### src/rtl/keypad_scan_4x4_pkg.sv
// Shared constants, the key map and the frame-result type for the keypad scanner.
package keypad_pkg;

  localparam int ROWS = 4;
  localparam int COLS = 4;

  // Frame classification: nothing pressed, exactly one key, or an ambiguous chord.
  typedef enum logic [1:0] {
    RES_NONE  = 2'd0,
    RES_KEY   = 2'd1,
    RES_MULTI = 2'd2
  } frame_res_e;

  // Hex code for each intersection, index = row*4 + col.
  localparam logic [3:0] KEYMAP [16] = '{
    4'h1, 4'h2, 4'h3, 4'hA,
    4'h4, 4'h5, 4'h6, 4'hB,
    4'h7, 4'h8, 4'h9, 4'hC,
    4'hE, 4'h0, 4'hF, 4'hD
  };

  // Number of set bits in a frame snapshot.
  function automatic logic [4:0] popcount16(input logic [15:0] v);
    logic [4:0] n;
    n = 5'd0;
    for (int i = 0; i < 16; i++) begin
      n = n + {4'd0, v[i]};
    end
    return n;
  endfunction

endpackage

### src/rtl/keypad_scan_4x4_if.sv
// Keypad-side and key-event signals of the scanner, bundled for port connection.
interface keypad_scan_4x4_if;
  logic [3:0] col_i;
  logic [3:0] row_o;
  logic [3:0] key_o;
  logic       valid_o;
  logic       pressed_o;

  // Consumer / keypad side: drives the columns, observes rows and key events.
  modport master (
    output col_i,
    input  row_o,
    input  key_o,
    input  valid_o,
    input  pressed_o
  );

  // Scanner side.
  modport slave (
    input  col_i,
    output row_o,
    output key_o,
    output valid_o,
    output pressed_o
  );
endinterface

### src/rtl/keypad_scan_4x4_row_scanner.sv
// Row scanner: holds each row active for SCAN_COUNT cycles, latches the synchronized
// columns on the last tick of the row and presents a full 16-bit snapshot per frame.
module kp_row_scanner #(
  parameter int SCAN_COUNT = 50000
) (
  input  logic        clk_i,
  input  logic        rst_i,
  input  logic [3:0]  col_n_s_i,     // synchronized columns, active-low
  output logic [3:0]  row_o,         // active-low one-hot row drive
  output logic [15:0] frame_o,       // bit row*4+col set = intersection pressed
  output logic        frame_done_o   // one-cycle pulse, frame_o valid
);

  localparam int TICK_W = (SCAN_COUNT > 1) ? $clog2(SCAN_COUNT) : 1;
  localparam logic [TICK_W-1:0] TICK_LAST = TICK_W'(SCAN_COUNT - 1);

  logic [TICK_W-1:0] tick_q, tick_d;
  logic [1:0]        row_q, row_d;
  logic [15:0]       snap_q, snap_d;
  logic [15:0]       frame_q, frame_d;
  logic              done_q, done_d;

  // Tick/row sequencing and column capture on the last tick of each row.
  always_comb begin
    tick_d  = tick_q + TICK_W'(1);
    row_d   = row_q;
    snap_d  = snap_q;
    frame_d = frame_q;
    done_d  = 1'b0;
    if (tick_q == TICK_LAST) begin
      tick_d = '0;
      row_d  = row_q + 2'd1;
      snap_d[{row_q, 2'b00} +: 4] = ~col_n_s_i;
      if (row_q == 2'd3) begin
        frame_d = {~col_n_s_i, snap_q[11:0]};
        done_d  = 1'b1;
      end
    end
  end

  // Scanner state registers.
  always_ff @(posedge clk_i or posedge rst_i) begin
    if (rst_i) begin
      tick_q  <= '0;
      row_q   <= 2'd0;
      snap_q  <= '0;
      frame_q <= '0;
      done_q  <= 1'b0;
    end else begin
      tick_q  <= tick_d;
      row_q   <= row_d;
      snap_q  <= snap_d;
      frame_q <= frame_d;
      done_q  <= done_d;
    end
  end

  assign row_o        = ~(4'b0001 << row_q);
  assign frame_o      = frame_q;
  assign frame_done_o = done_q;

endmodule

### src/rtl/keypad_scan_4x4.sv
// 4x4 matrix keypad scanner: synchronizes the columns, classifies each scan frame,
// debounces over DEB_SCANS identical frames and emits one strobe per accepted key.
module keypad_scan_4x4
  import keypad_pkg::*;
#(
  parameter int SCAN_COUNT = 50000,
  parameter int DEB_SCANS  = 4
) (
  input  logic            clk_i,
  input  logic            rst_i,
  keypad_scan_4x4_if.slave kp
);

  localparam int STAB_W = $clog2(DEB_SCANS + 1);
  localparam logic [STAB_W-1:0] STAB_MAX = STAB_W'(DEB_SCANS);
  localparam logic [STAB_W-1:0] STAB_ONE = STAB_W'(1);

  // Column synchronizer, idle = all high (no key).
  logic [3:0] col_s1_q, col_s1_d;
  logic [3:0] col_s2_q, col_s2_d;

  // Debounce and output state.
  frame_res_e        prev_res_q, prev_res_d;
  logic [3:0]        prev_code_q, prev_code_d;
  logic              hist_q, hist_d;
  logic [STAB_W-1:0] stab_q, stab_d;
  logic [3:0]        key_q, key_d;
  logic              pressed_q, pressed_d;
  logic              valid_q, valid_d;

  logic [15:0] frame_w;
  logic        frame_done_w;
  logic [3:0]  row_w;

  kp_row_scanner #(
    .SCAN_COUNT (SCAN_COUNT)
  ) u_scan (
    .clk_i        (clk_i),
    .rst_i        (rst_i),
    .col_n_s_i    (col_s2_q),
    .row_o        (row_w),
    .frame_o      (frame_w),
    .frame_done_o (frame_done_w)
  );

  // Synchronizer next-state.
  always_comb begin
    col_s1_d = kp.col_i;
    col_s2_d = col_s1_q;
  end

  // Frame classification: count pressed intersections and locate the single hit.
  frame_res_e res_w;
  logic [3:0] hit_idx_w;
  logic [3:0] res_code_w;
  logic [4:0] hit_cnt_w;

  always_comb begin
    hit_idx_w = 4'd0;
    hit_cnt_w = popcount16(frame_w);
    for (int r = 0; r < ROWS; r++) begin
      for (int c = 0; c < COLS; c++) begin
        if (frame_w[r*COLS + c]) begin
          hit_idx_w = 4'(r*COLS + c);
        end
      end
    end
    res_code_w = KEYMAP[hit_idx_w];
    if (hit_cnt_w == 5'd0) begin
      res_w = RES_NONE;
    end else if (hit_cnt_w == 5'd1) begin
      res_w = RES_KEY;
    end else begin
      res_w = RES_MULTI;
    end
  end

  // Per-frame debounce: count identical consecutive results and act at DEB_SCANS.
  logic              same_w;
  logic [STAB_W-1:0] stab_next_w;

  always_comb begin
    prev_res_d  = prev_res_q;
    prev_code_d = prev_code_q;
    hist_d      = hist_q;
    stab_d      = stab_q;
    key_d       = key_q;
    pressed_d   = pressed_q;
    valid_d     = 1'b0;
    same_w      = hist_q && (prev_res_q == res_w) &&
                  ((res_w == RES_NONE) || (prev_code_q == res_code_w));
    stab_next_w = same_w ? ((stab_q == STAB_MAX) ? stab_q : stab_q + STAB_ONE) : STAB_ONE;
    if (frame_done_w) begin
      hist_d     = 1'b1;
      prev_res_d = res_w;
      if (res_w == RES_MULTI) begin
        // A chord never changes the accepted state; it only restarts the count.
        stab_d = '0;
      end else begin
        stab_d      = stab_next_w;
        prev_code_d = res_code_w;
        if (stab_next_w == STAB_MAX) begin
          if ((res_w == RES_KEY) && (!pressed_q || (key_q != res_code_w))) begin
            key_d     = res_code_w;
            pressed_d = 1'b1;
            valid_d   = 1'b1;
          end else if (res_w == RES_NONE) begin
            pressed_d = 1'b0;
          end
        end
      end
    end
  end

  // State registers; reset aborts any frame and forgets history.
  always_ff @(posedge clk_i or posedge rst_i) begin
    if (rst_i) begin
      col_s1_q    <= 4'hF;
      col_s2_q    <= 4'hF;
      prev_res_q  <= RES_NONE;
      prev_code_q <= 4'd0;
      hist_q      <= 1'b0;
      stab_q      <= '0;
      key_q       <= 4'd0;
      pressed_q   <= 1'b0;
      valid_q     <= 1'b0;
    end else begin
      col_s1_q    <= col_s1_d;
      col_s2_q    <= col_s2_d;
      prev_res_q  <= prev_res_d;
      prev_code_q <= prev_code_d;
      hist_q      <= hist_d;
      stab_q      <= stab_d;
      key_q       <= key_d;
      pressed_q   <= pressed_d;
      valid_q     <= valid_d;
    end
  end

  assign kp.row_o     = row_w;
  assign kp.key_o     = key_q;
  assign kp.valid_o   = valid_q;
  assign kp.pressed_o = pressed_q;

endmodule

### src/flat_wrapper.sv
// flat-port wrapper written by rule: the top's interface ports become plain ports
module keypad_scan_4x4_flat import keypad_pkg::*;
#(
  parameter int SCAN_COUNT = 50000,
  parameter int DEB_SCANS  = 4
)
  (clk_i, rst_i, kp_col_i, kp_row_o, kp_key_o, kp_valid_o, kp_pressed_o);
  keypad_scan_4x4_if kp_i ();
  input  logic clk_i;
  input  logic rst_i;
  input wire logic [$bits(kp_i.col_i)-1:0] kp_col_i;
  output wire logic [$bits(kp_i.row_o)-1:0] kp_row_o;
  output wire logic [$bits(kp_i.key_o)-1:0] kp_key_o;
  output wire logic [$bits(kp_i.valid_o)-1:0] kp_valid_o;
  output wire logic [$bits(kp_i.pressed_o)-1:0] kp_pressed_o;
  assign kp_i.col_i = kp_col_i;
  assign kp_row_o = kp_i.row_o;
  assign kp_key_o = kp_i.key_o;
  assign kp_valid_o = kp_i.valid_o;
  assign kp_pressed_o = kp_i.pressed_o;
  keypad_scan_4x4 #(.SCAN_COUNT(SCAN_COUNT), .DEB_SCANS(DEB_SCANS)) u_core (.clk_i(clk_i), .rst_i(rst_i), .kp(kp_i));
endmodule
### config.mk
export PLATFORM = sky130hd
export DESIGN_NAME = keypad_scan_4x4_flat
export DESIGN_NICKNAME = d
export VERILOG_FILES = /design/src/rtl/keypad_scan_4x4_pkg.sv /design/src/rtl/keypad_scan_4x4_if.sv /design/src/rtl/keypad_scan_4x4_row_scanner.sv /design/src/rtl/keypad_scan_4x4.sv /design/src/flat_wrapper.sv
export SDC_FILE = /design/constraint.sdc
export NUM_CORES = 1
export LEC_CHECK = 0
export BUFFER_PORTS_ARGS = -buffer_cell sky130_fd_sc_hd__buf_2
export CORE_MARGIN = 2
export CORE_UTILIZATION = 56
export CTS_CLUSTER_SIZE = 28
export DETAILED_ROUTE_END_ITERATION = 8
export GPL_ROUTABILITY_DRIVEN = 0
export PLACE_DENSITY = 0.76
export SLEW_MARGIN = 10
export SYNTH_ARGS = -nofsm -noshare
export SYNTH_HDL_FRONTEND = slang
export SYNTH_SLANG_ARGS = --single-unit
### constraint.sdc
create_clock -name clk_i -period 5.3 [get_ports clk_i]
set_input_delay 1.59 -clock clk_i [delete_from_list [all_inputs] [get_ports clk_i]]
set_output_delay 1.59 -clock clk_i [all_outputs]
set_load 0.1 [all_outputs]
# Word level (Yosys, flattened, before mapping)
# Memory sizes are Yosys's and may differ from the RTL's.
# Cells that the tools add are included.
dict set report totals {
  regBits 75
  mem_bits_ro 64
  n_memories 1
}
dict set report classes {
  n_addsub 19
  n_lt_le_gt_ge 1
  eq_ne 10
  shift 3
  n_mux 32
  n_bitwise 4
  reduce_logical 13
}
# memory depth word_bits read_ports rd_clocked_by_memory_dff wr line
set memory_table {}
lappend memory_table {{(no name shown)} 16 4 1 0 0 keypad_scan_4x4.sv:68} ;# res_code_w = KEYMAP[hit_idx_w];
# op n
set ops {}
lappend ops {{adder 5 x 1 -> 5 bit} 14}
lappend ops {{2-to-1 mux 4 bit} 10}
lappend ops {{2-to-1 mux 3 bit} 7}
lappend ops {{adder 16 x 1 -> 16 bit, second input constant} 1}
lappend ops {{bitwise mux 16 bit} 1}
lappend ops {{== test 16 bit, second input constant} 1}
lappend ops {{2-to-1 mux 16 bit} 1}
lappend ops {{variable shift 4 x 6 -> 16 bit, first input constant} 1}
lappend ops {{variable part select 4 x 6 -> 16 bit} 1}
lappend ops {{2-to-1 mux 1 bit} 9}
lappend ops {{2-to-1 mux 2 bit} 4}
lappend ops {{inverter 4 bit} 2}
lappend ops {{AND reduction 4 bit} 2}
lappend ops {{== test 3 bit, second input constant} 2}
lappend ops {{negator 4 -> 6 bit} 1}
lappend ops {{== test 5 x 1 -> 1 bit, second input constant} 1}
lappend ops {{>= comparator 5 bit, second input constant} 1}
lappend ops {{logical NOT 5 bit} 1}
lappend ops {{inverter 4 -> 5 bit} 1}
lappend ops {{== test 2 bit, second input constant} 2}
lappend ops {{== test 4 bit} 1}
lappend ops {{inequality test 4 bit} 1}
lappend ops {{AND reduction 2 bit} 2}
lappend ops {{left shift 1 x 2 -> 4 bit, first input constant} 1}
lappend ops {{11 further kinds} 14}

# Longest topological paths before layout
# Gate-level depths: netlist (run 1).
dict set report logic_depth {
  ltp_word 27
  ltp_mapped 19
}

# By module
# A second synthesis (run 1) with hierarchy kept.
dict set report hier_totals {
  hier_cells 360
  hier_area_um2 4092.7
}
# module n_inst cells_per_inst area_per_inst_um2
set by_module_without_submodules {}
lappend by_module_without_submodules {kp_row_scanner 1 174 2228.4}
lappend by_module_without_submodules {keypad_scan_4x4 1 186 1864.3}

# Worst setup path before layout (run 1)
# OpenSTA, ideal clock, no wires.
dict set report synth_timing {
  kind {reg-to-reg}
  from {register u_core.u_scan.frame_q[1] (netlist: u_core.u_scan.frame_o[1])}
  to {register u_core.key_q[0] (netlist: u_core.kp.key_o[0])}
  setup_time_ns 0.080
  t_arrival_ns 5.228
  t_required_ns 5.220
  slack_ns -0.008
  path_stages_with_launch 19
  n_path_buf 1
  period_less_slack_ns 5.308
  path_cell_list {dfrtp_1 ha_1 inv_1 fa_1 inv_1 fa_1 fa_1 inv_1 fa_1 fa_1 inv_1 fa_1 nor3_1 nand3_1 or3_2 nor2_1 and4_4 buf_6 mux2i_1}
}
dict set report synth_between {
  elab_chain_len 25
}
# element line
set synth_rtl {}
lappend synth_rtl {{from (decl)} keypad_scan_4x4_row_scanner.sv:20} ;# logic [15:0] frame_q, frame_d;
lappend synth_rtl {{from (signal assigned)} keypad_scan_4x4_row_scanner.sv:53} ;# frame_q <= frame_d;
lappend synth_rtl {{parallel branches: the longest is 25 deep, another holds adder 5 x 1 -> 5 bit} n/a}
lappend synth_rtl {{to (signal assigned)} keypad_scan_4x4.sv:134} ;# key_q <= key_d;
lappend synth_rtl {{to (decl)} keypad_scan_4x4.sv:27} ;# logic [3:0] key_q, key_d;
# Parallel ways; which one is timed is not known. The select of a mux whose other input is x is not followed.
# A chain may end at the register's enable or synchronous reset.

# Worst setup path in the final report (run 1)
dict set report layout_timing {
  from {register u_core.u_scan.frame_q[1] (netlist: u_core.u_scan.frame_o[1])}
  to {register u_core.key_q[2] (netlist: u_core.kp.key_o[2])}
}
# Same word-level chain as after synthesis.

==> results of run 1 <==
## critical path, delay by kind of cell (launching register included)
| family | cells | cell delay (ns) |
|---|---|---|
| mux | 1 | 0.21 |
| flops | 1 | 0.40 |
| buf+inv | 4 | 0.21 |
| fa+ha+maj | 7 | 2.99 |
| simple gates | 5 | 1.19 |
## area by class of cell
class	count	area [um2]	area share
inverter	40	150	0.0352
clock inverter	6	92.6	0.0217
clock buffer	10	128	0.0299
tap	80	100	0.0235
sequential	71	1790	0.419
multi-input combinational	257	1910	0.448
timing repair buffer	18	97.6	0.0229
## worst min path at each step
stage,start,endpoint,slack (ns)
global route,u_core.col_s1_q[1],u_core.col_s2_q[1],0.36
CTS,u_core.col_s1_q[1],u_core.col_s2_q[1],0.36
global placement,u_core.col_s1_q[2],u_core.col_s2_q[2],0.35
floorplan,u_core.col_s1_q[0],u_core.col_s2_q[0],0.35
detailed placement,u_core.col_s1_q[1],u_core.col_s2_q[1],0.35
finish,u_core.col_s1_q[1],u_core.col_s2_q[1],0.36
## per-layer routing
layer | track usage | up-vias | wire [um]
li1 | - | 1342 | -
met1 | 0.260 | 1319 | 3200
met2 | 0.350 | 44 | 3530
met3 | 0.0464 | 11 | 202
met4 | 0.0937 | 0 | 130
met5 | 0 | - | 0
## cells in the mapped netlist, drive strengths merged, types with 2 or more instances
master	instances	area share
a21oi	5	0.0064
nor4b	2	0.0045
xor2	10	0.023
nor2	24	0.023
and4	3	0.0077
o31ai	14	0.027
o22ai	3	0.0048
or3	3	0.0052
mux2	7	0.020
and2	2	0.0039
o21ba	2	0.0052
nand4	6	0.0097
fa	10	0.052
clkbuf	7	0.0077
or2	3	0.0048
nand3b	2	0.0039
o21ai	21	0.027
and3	4	0.0068
o211ai	4	0.0077
dfrtp	63	0.41
nor3	7	0.010
nand2	49	0.047
o21bai	2	0.0039
o21a	2	0.0039
xnor2	9	0.020
nor4	5	0.011
nor2b	4	0.0064
inv	40	0.039
a211oi	2	0.0039
buf	3	0.0097
nand2b	2	0.0032
or4	2	0.0058
mux2i	9	0.023
ha	17	0.055
nand3	9	0.012
dfstp	8	0.054
## repair_timing
| item | CTS | global route |
|---|---|---|
| resized for setup | 0 | 6 |
| setup endpoints to repair | 0 | 5 |
| hold buffers | 0 | 0 |
## flip-flops by register name (all words and copies together), names as in the netlist
name,flops
u_core.u_scan.frame_done_o,1
u_core.prev_res_q,2
u_core.kp.pressed_o,1
u_core.col_s2_q,4
u_core.prev_code_q,4
u_core.u_scan.snap_q,12
u_core.u_scan.tick_q,16
u_core.hist_q,1
u_core.kp.valid_o,1
u_core.kp.key_o,4
u_core.u_scan.frame_o,16
u_core.u_scan.row_q,2
u_core.col_s1_q,4
u_core.stab_q,3
## kinds of logic (layout without fill, tap and decap cells)
logic type | count (synthesis) | count (layout)
adders and majority gates | 27 | 27
and+or+nand+nor | 129 | 129
buffers and inverters | 50 | 74
xor gates and xnor gates | 19 | 19
AOI/OAI and AO/OA | 66 | 66
DFF | 71 | 71
muxes | 16 | 16
## power by group through the flow
stage	Clock (W)	Combinational [W]	Sequential, W
floorplan	0	0.00000784	0.000559
detailed placement	0	0.0000133	0.000560
CTS	0.000485	0.0000134	0.000550
finish	0.000474	0.0000123	0.000550
global placement	0	0.0000130	0.000560
global route	0.000509	0.0000151	0.000550
## metrics by stage
step	setup slack, ns	instance area, um2	total power [W]
global route	0.00389	4270	0.00107
floorplan	0.126	3890	0.000567
global placement	0.219	4020	0.000573
detailed placement	0.0591	4020	0.000573
CTS	0.0224	4240	0.00105
finish	0.214	4270	0.00104
==> results.yml, run 1 <==
cells_and_area:
  nNetsFinal: 430
  syn_to_final_growth_pct: 9.82
  post-route-util: 0.631
  fillers: 568
  layout_commonest_cell: "dfrtp_1"
  final_cells: 482
  antennaDiodeCount: 0
  drive_above_1_share: 0.182
  final_cell_mix: "dfrtp_1 (63), nand2_1 (49), inv_1 (39), nor2_1 (23), o21ai_0 (21)"
cts:
  path_clk_slew_ns: 0.08
  clock_sinks: 71
  cts-root-buf: "clkbuf_8"
  cts_made_buffers: 9
  htree_levels: 3
  clkLatencyLatePin_ns: 0.35
  cts_setup_buffers: 0
  cts_buffer_depth: 2
  cts_tree: "yes"
pwr:
  p_sw_frac: 0.211
  p_switching_w: 0.000219
  vdd_ir_drop_max_v: 0.000175
  power.internal_w: 0.000817
  p_per_area_nw_per_um2: 243
  p_leak_nw: 1.99
  combinationalPowerShare: 0.012
  pwr-share-clk: 0.457
  p_seq_frac: 0.531
worst_setup_path:
  r2r_end: "u_core.kp.key_o[2]"
  r2r_cells: 17
  rr_startpoint: "u_core.u_scan.frame_o[1]"
  endpoint: "u_core.kp.key_o[2]"
  cp_slowest_stage_delay_ns: 0.51
  cp.arrival_ns: 5.35
  rrSetupSlack_ns: 0.21
  crit_top_cell: "fa_1"
  cp.required_ns: 5.56
  critical_path_class: "flip-flop to flip-flop"
  crit_chain: "ha_1 -> inv_1 -> fa_1 -> inv_1 -> fa_1 -> fa_1 -> inv_1 -> fa_1 -> fa_2 -> inv_1 -> fa_1 -> nor3_4 -> nand3_2 -> or3_4 -> nor2_2 -> and4_4 -> mux2i_1"
  critPathSlowestCell: "fa_1"
  cp-end-kind: "flip-flop"
  cp_max_fo: 6
  worst_setup_path_start_kind: "flip-flop"
  cp-startpoint: "u_core.u_scan.frame_o[1]"
logic_synthesis:
  synth_top_family_by_area: "simple AND/OR/NAND/NOR gates"
  synthXorXnorAreaFrac: 0.0428
  synth_edf_count: 0
  synth_fa_ha_area_frac: 0.106
  synth_compound_area_frac: 0.121
  synth_mux_area_frac: 0.0435
  avgSynthCellArea_um2: 10.3
  synth-seq-cells: 71
  ys_types: 60
  yosysWarnings: 0
  netlist_instances: 378
  ys_seq_area_frac: 0.460
  synth_simple_gate_area_share: 0.170
  synthFlopType: "dfrtp_1"
  post_synth_instance_area_um2: 3880
  syn_nets: 411
  async_reset_ff_frac: 1.00
die:
  die_area_um2: 7620
  io-pin-count: 16
  core_um2: 6760
  fp.dieH_um: 87.3
  core.rowCount: 30
  initial_core_util: 0.575
  die_w_um: 87.3
sta:
  tightest_slew_ns: 0.624
  setup_viol: 0
  hold_viol: 0
  fmax_ghz: 0.197
  rsz0062_at_grt: "false"
  max_slew_margin: 0.584
  hold_ws_ns: 0.358
  post-route-min-period_ns: 5.09
  fin_crit_sh: 0.960
  tns_ns: 0
  drv_slew: 0
  final.setup_skew_ns: 0.0117
route:
  vias: 2716
  ant_nets: 0
  wl_um: 7070
  drtPass1Iterations: 4
  drt-initial-drc-count: 100
  avgViaCountPerCell: 5.63
  routedWlPerCell_um: 14.7
  drc: 0
global_route:
  grt_pass1_wl_um: 12200
  grt_pass1_vias: 2675
  overflow: 0
  grt_antenna_before_repair: 0
  grt_max_degree: 44
  grt_use_total: 0.209
run_status:
  status: "finished clean"
placement:
  io_buffers: 15
  dp_hpwl_um: 5250
  dp_cells: 466
job:
  drv_cap: 0
hold_path:
  hold_path.class: "flip-flop to flip-flop"
  holdPathStages: 0
No activity file was read; power rests on OpenSTA's default activity.
==> inputs of run 2 (changes only) <==
--- a/config.mk
+++ b/config.mk
@@ -10,8 +10,7 @@
 export CORE_UTILIZATION = 56
 export CTS_CLUSTER_SIZE = 28
 export DETAILED_ROUTE_END_ITERATION = 8
-export GPL_ROUTABILITY_DRIVEN = 0
-export PLACE_DENSITY = 0.76
+export PLACE_DENSITY = 0.82
 export SLEW_MARGIN = 10
 export SYNTH_ARGS = -nofsm -noshare
 export SYNTH_HDL_FRONTEND = slang
==> run 2 against run 1 <==
Non-clock buffer count stayed put. Routed wire length is 3.6% lower. Core utilization shrank 0.24 points. Combinational power hardly changed. Design area is 0.38% lower. Die area unchanged.
==> results.yml, run 2 (synthesized netlist as in run 1, its figures left out) <==
cts:
  cts_made_buffers: 9
  cts_tree: "yes"
  cts-root-buf: "clkbuf_8"
  holdBufCountCts: 0
  clock_sinks: 71
  clkLatencyLatePin_ns: 0.35
  htree_levels: 3
  path_clk_slew_ns: 0.07
  cts_buffer_depth: 2
worst_setup_path:
  critical_path_class: "flip-flop to flip-flop"
  cpLargestDelayFamily: "adder cells"
  crit_top_cell: "fa_1"
  r2r_cells: 18
  cp_slowest_stage_delay_ns: 0.51
  cp-end-kind: "flip-flop"
  rrSetupSlack_ns: 0.25
  cp_max_fo: 4
  critPathSlowestCell: "fa_1"
  r2r_end: "u_core.kp.pressed_o"
  critical_path_buf_inv_count: 5
  cp.arrival_ns: 5.27
  cp.required_ns: 5.51
  rr_startpoint: "u_core.u_scan.frame_o[1]"
  worst_setup_path_start_kind: "flip-flop"
  crit_chain: "ha_1 -> inv_1 -> fa_1 -> inv_1 -> fa_1 -> fa_1 -> inv_1 -> fa_1 -> fa_2 -> inv_1 -> fa_1 -> nor3_4 -> buf_4 -> nand4_1 -> o311ai_1 -> o311a_2 -> nor4b_1 -> o22ai_1"
cells_and_area:
  final_cell_mix: "dfrtp_1 (63), nand2_1 (49), inv_1 (39), nor2_1 (23), o21ai_0 (21)"
  fillers: 532
  drive_above_1_share: 0.179
  antennaDiodeCount: 0
  layout_commonest_cell: "dfrtp_1"
  nNetsFinal: 430
  syn_to_final_growth_pct: 9.40
die:
  die_area_um2: 7620
  fp.dieH_um: 87.3
  core_um2: 6760
  initial_core_util: 0.575
  core.rowCount: 30
  die_w_um: 87.3
  io-pin-count: 16
pwr:
  power.internal_w: 0.000796
  pwr-share-clk: 0.448
  p_per_area_nw_per_um2: 239
  p_sw_frac: 0.217
  p_seq_frac: 0.541
  combinationalPowerShare: 0.012
  vdd_ir_drop_max_v: 0.000229
  p_switching_w: 0.000221
  p_leak_nw: 1.99
global_route:
  overflow: 0
  grt_antenna_before_repair: 0
  grt_use_total: 0.199
  grt_max_degree: 39
  grt_pass1_wl_um: 11900
  grt_pass1_vias: 2677
sta:
  fmax_ghz: 0.198
  rsz0062_at_grt: "false"
  final.setup_skew_ns: 0.0146
  setup_slack_ns: 0.248
  tightest_slew_ns: 0.701
  max_slew_margin: 0.532
  tns_ns: 0
  post-route-min-period_ns: 5.05
  setup_viol: 0
  hold_viol: 0
  fin_crit_sh: 0.953
  drv_slew: 0
placement:
  preCtsSetupSlack_ns: 0.108
  io_buffers: 15
  dp_hpwl_um: 5040
  globalplace.congestion: 0.857
hold_path:
  holdPathStages: 0
  hold_path.class: "flip-flop to flip-flop"
  worstHoldEndpoint: "u_core.col_s2_q[0]"
  hold_path_startpoint: "u_core.col_s1_q[0]"
route:
  drt-initial-drc-count: 85
  wl_um: 6810
  drtPass1Iterations: 4
  ant_nets: 0
  routedWlPerCell_um: 14.1
  vias: 2719
  avgViaCountPerCell: 5.64
  drc: 0
run_status:
  status: "finished clean"
job:
  drv_cap: 0
==> run 2: worst max-delay path by stage <==
stage / depth (start not counted) / start / slack (ns) / endpoint
global route: 18 / u_core.u_scan.frame_o[1] / 0.003 / u_core.kp.key_o[3]
CTS: 17 / u_core.u_scan.frame_o[1] / 0.08 / u_core.kp.key_o[1]
global placement: 17 / u_core.u_scan.frame_o[1] / 0.20 / u_core.kp.key_o[2]
detailed placement: 17 / u_core.u_scan.frame_o[1] / 0.11 / u_core.kp.key_o[1]
finish: 18 / u_core.u_scan.frame_o[1] / 0.25 / u_core.kp.pressed_o
floorplan: 18 / u_core.u_scan.frame_o[1] / 0.13 / u_core.kp.key_o[0]
==> run 2: power groups by stage <==
stage                     Sequential (W)  Combinational [W]  Clock, W
after floorplan                 0.000559         0.00000784         0
after global routing            0.000550          0.0000147  0.000491
after detailed placement        0.000560          0.0000131         0
final                           0.000550          0.0000122  0.000455
after global placement          0.000560          0.0000129         0
after CTS                       0.000550          0.0000131  0.000467
==> run 2: timing repair <==
item,in CTS,in global routing
setup endpoints to repair,0,5
resized for setup,0,5
buffers inserted,0,1
endpoints found under the hold margin,0,0
==> run 2: per-layer routing <==
| metal | share of wire | up-vias | GRT usage |
|---|---|---|---|
| met2 | 0.50 | 36 | 0.340 |
| met1 | 0.45 | 1326 | 0.245 |
| li1 | - | 1344 | - |
| met3 | 0.028 | 13 | 0.0464 |
| met4 | 0.019 | 0 | 0.0755 |
| met5 | 0 | - | 0 |
==> run 2: layout make-up <==
class                      instances  area [um2]  area share
tap                               80         100      0.0236
multi-input combinational        257        1900       0.447
sequential                        71        1790       0.420
clock inverter                     5        63.8      0.0150
inverter                          40         150      0.0353
clock buffer                      11         151      0.0356
timing repair buffer              18        97.6      0.0230
==> run 2: metrics by stage <==
| stage | utilization | cells | hold WS [ns] | area, um2 | power, W |
|---|---|---|---|---|---|
| floorplan | - | 378 | 0.345 | 3890 | 0.000567 |
| global placement | 0.594 | 465 | 0.346 | 4010 | 0.000573 |
| detailed placement | 0.594 | 465 | 0.348 | 4010 | 0.000573 |
| CTS | 0.626 | 481 | 0.360 | 4230 | 0.00103 |
| global route | 0.629 | 482 | 0.361 | 4250 | 0.00106 |
| finish | 0.629 | 482 | 0.357 | 4250 | 0.00102 |
==> run 2: worst register-to-register path, delay by kind of cell, from the launching register on <==
kind,cells,cell delay [ns]
buf+inv,5,0.39
compound gates,3,0.52
flops,1,0.40
simple gates,3,0.63
fa+ha+maj,7,2.99
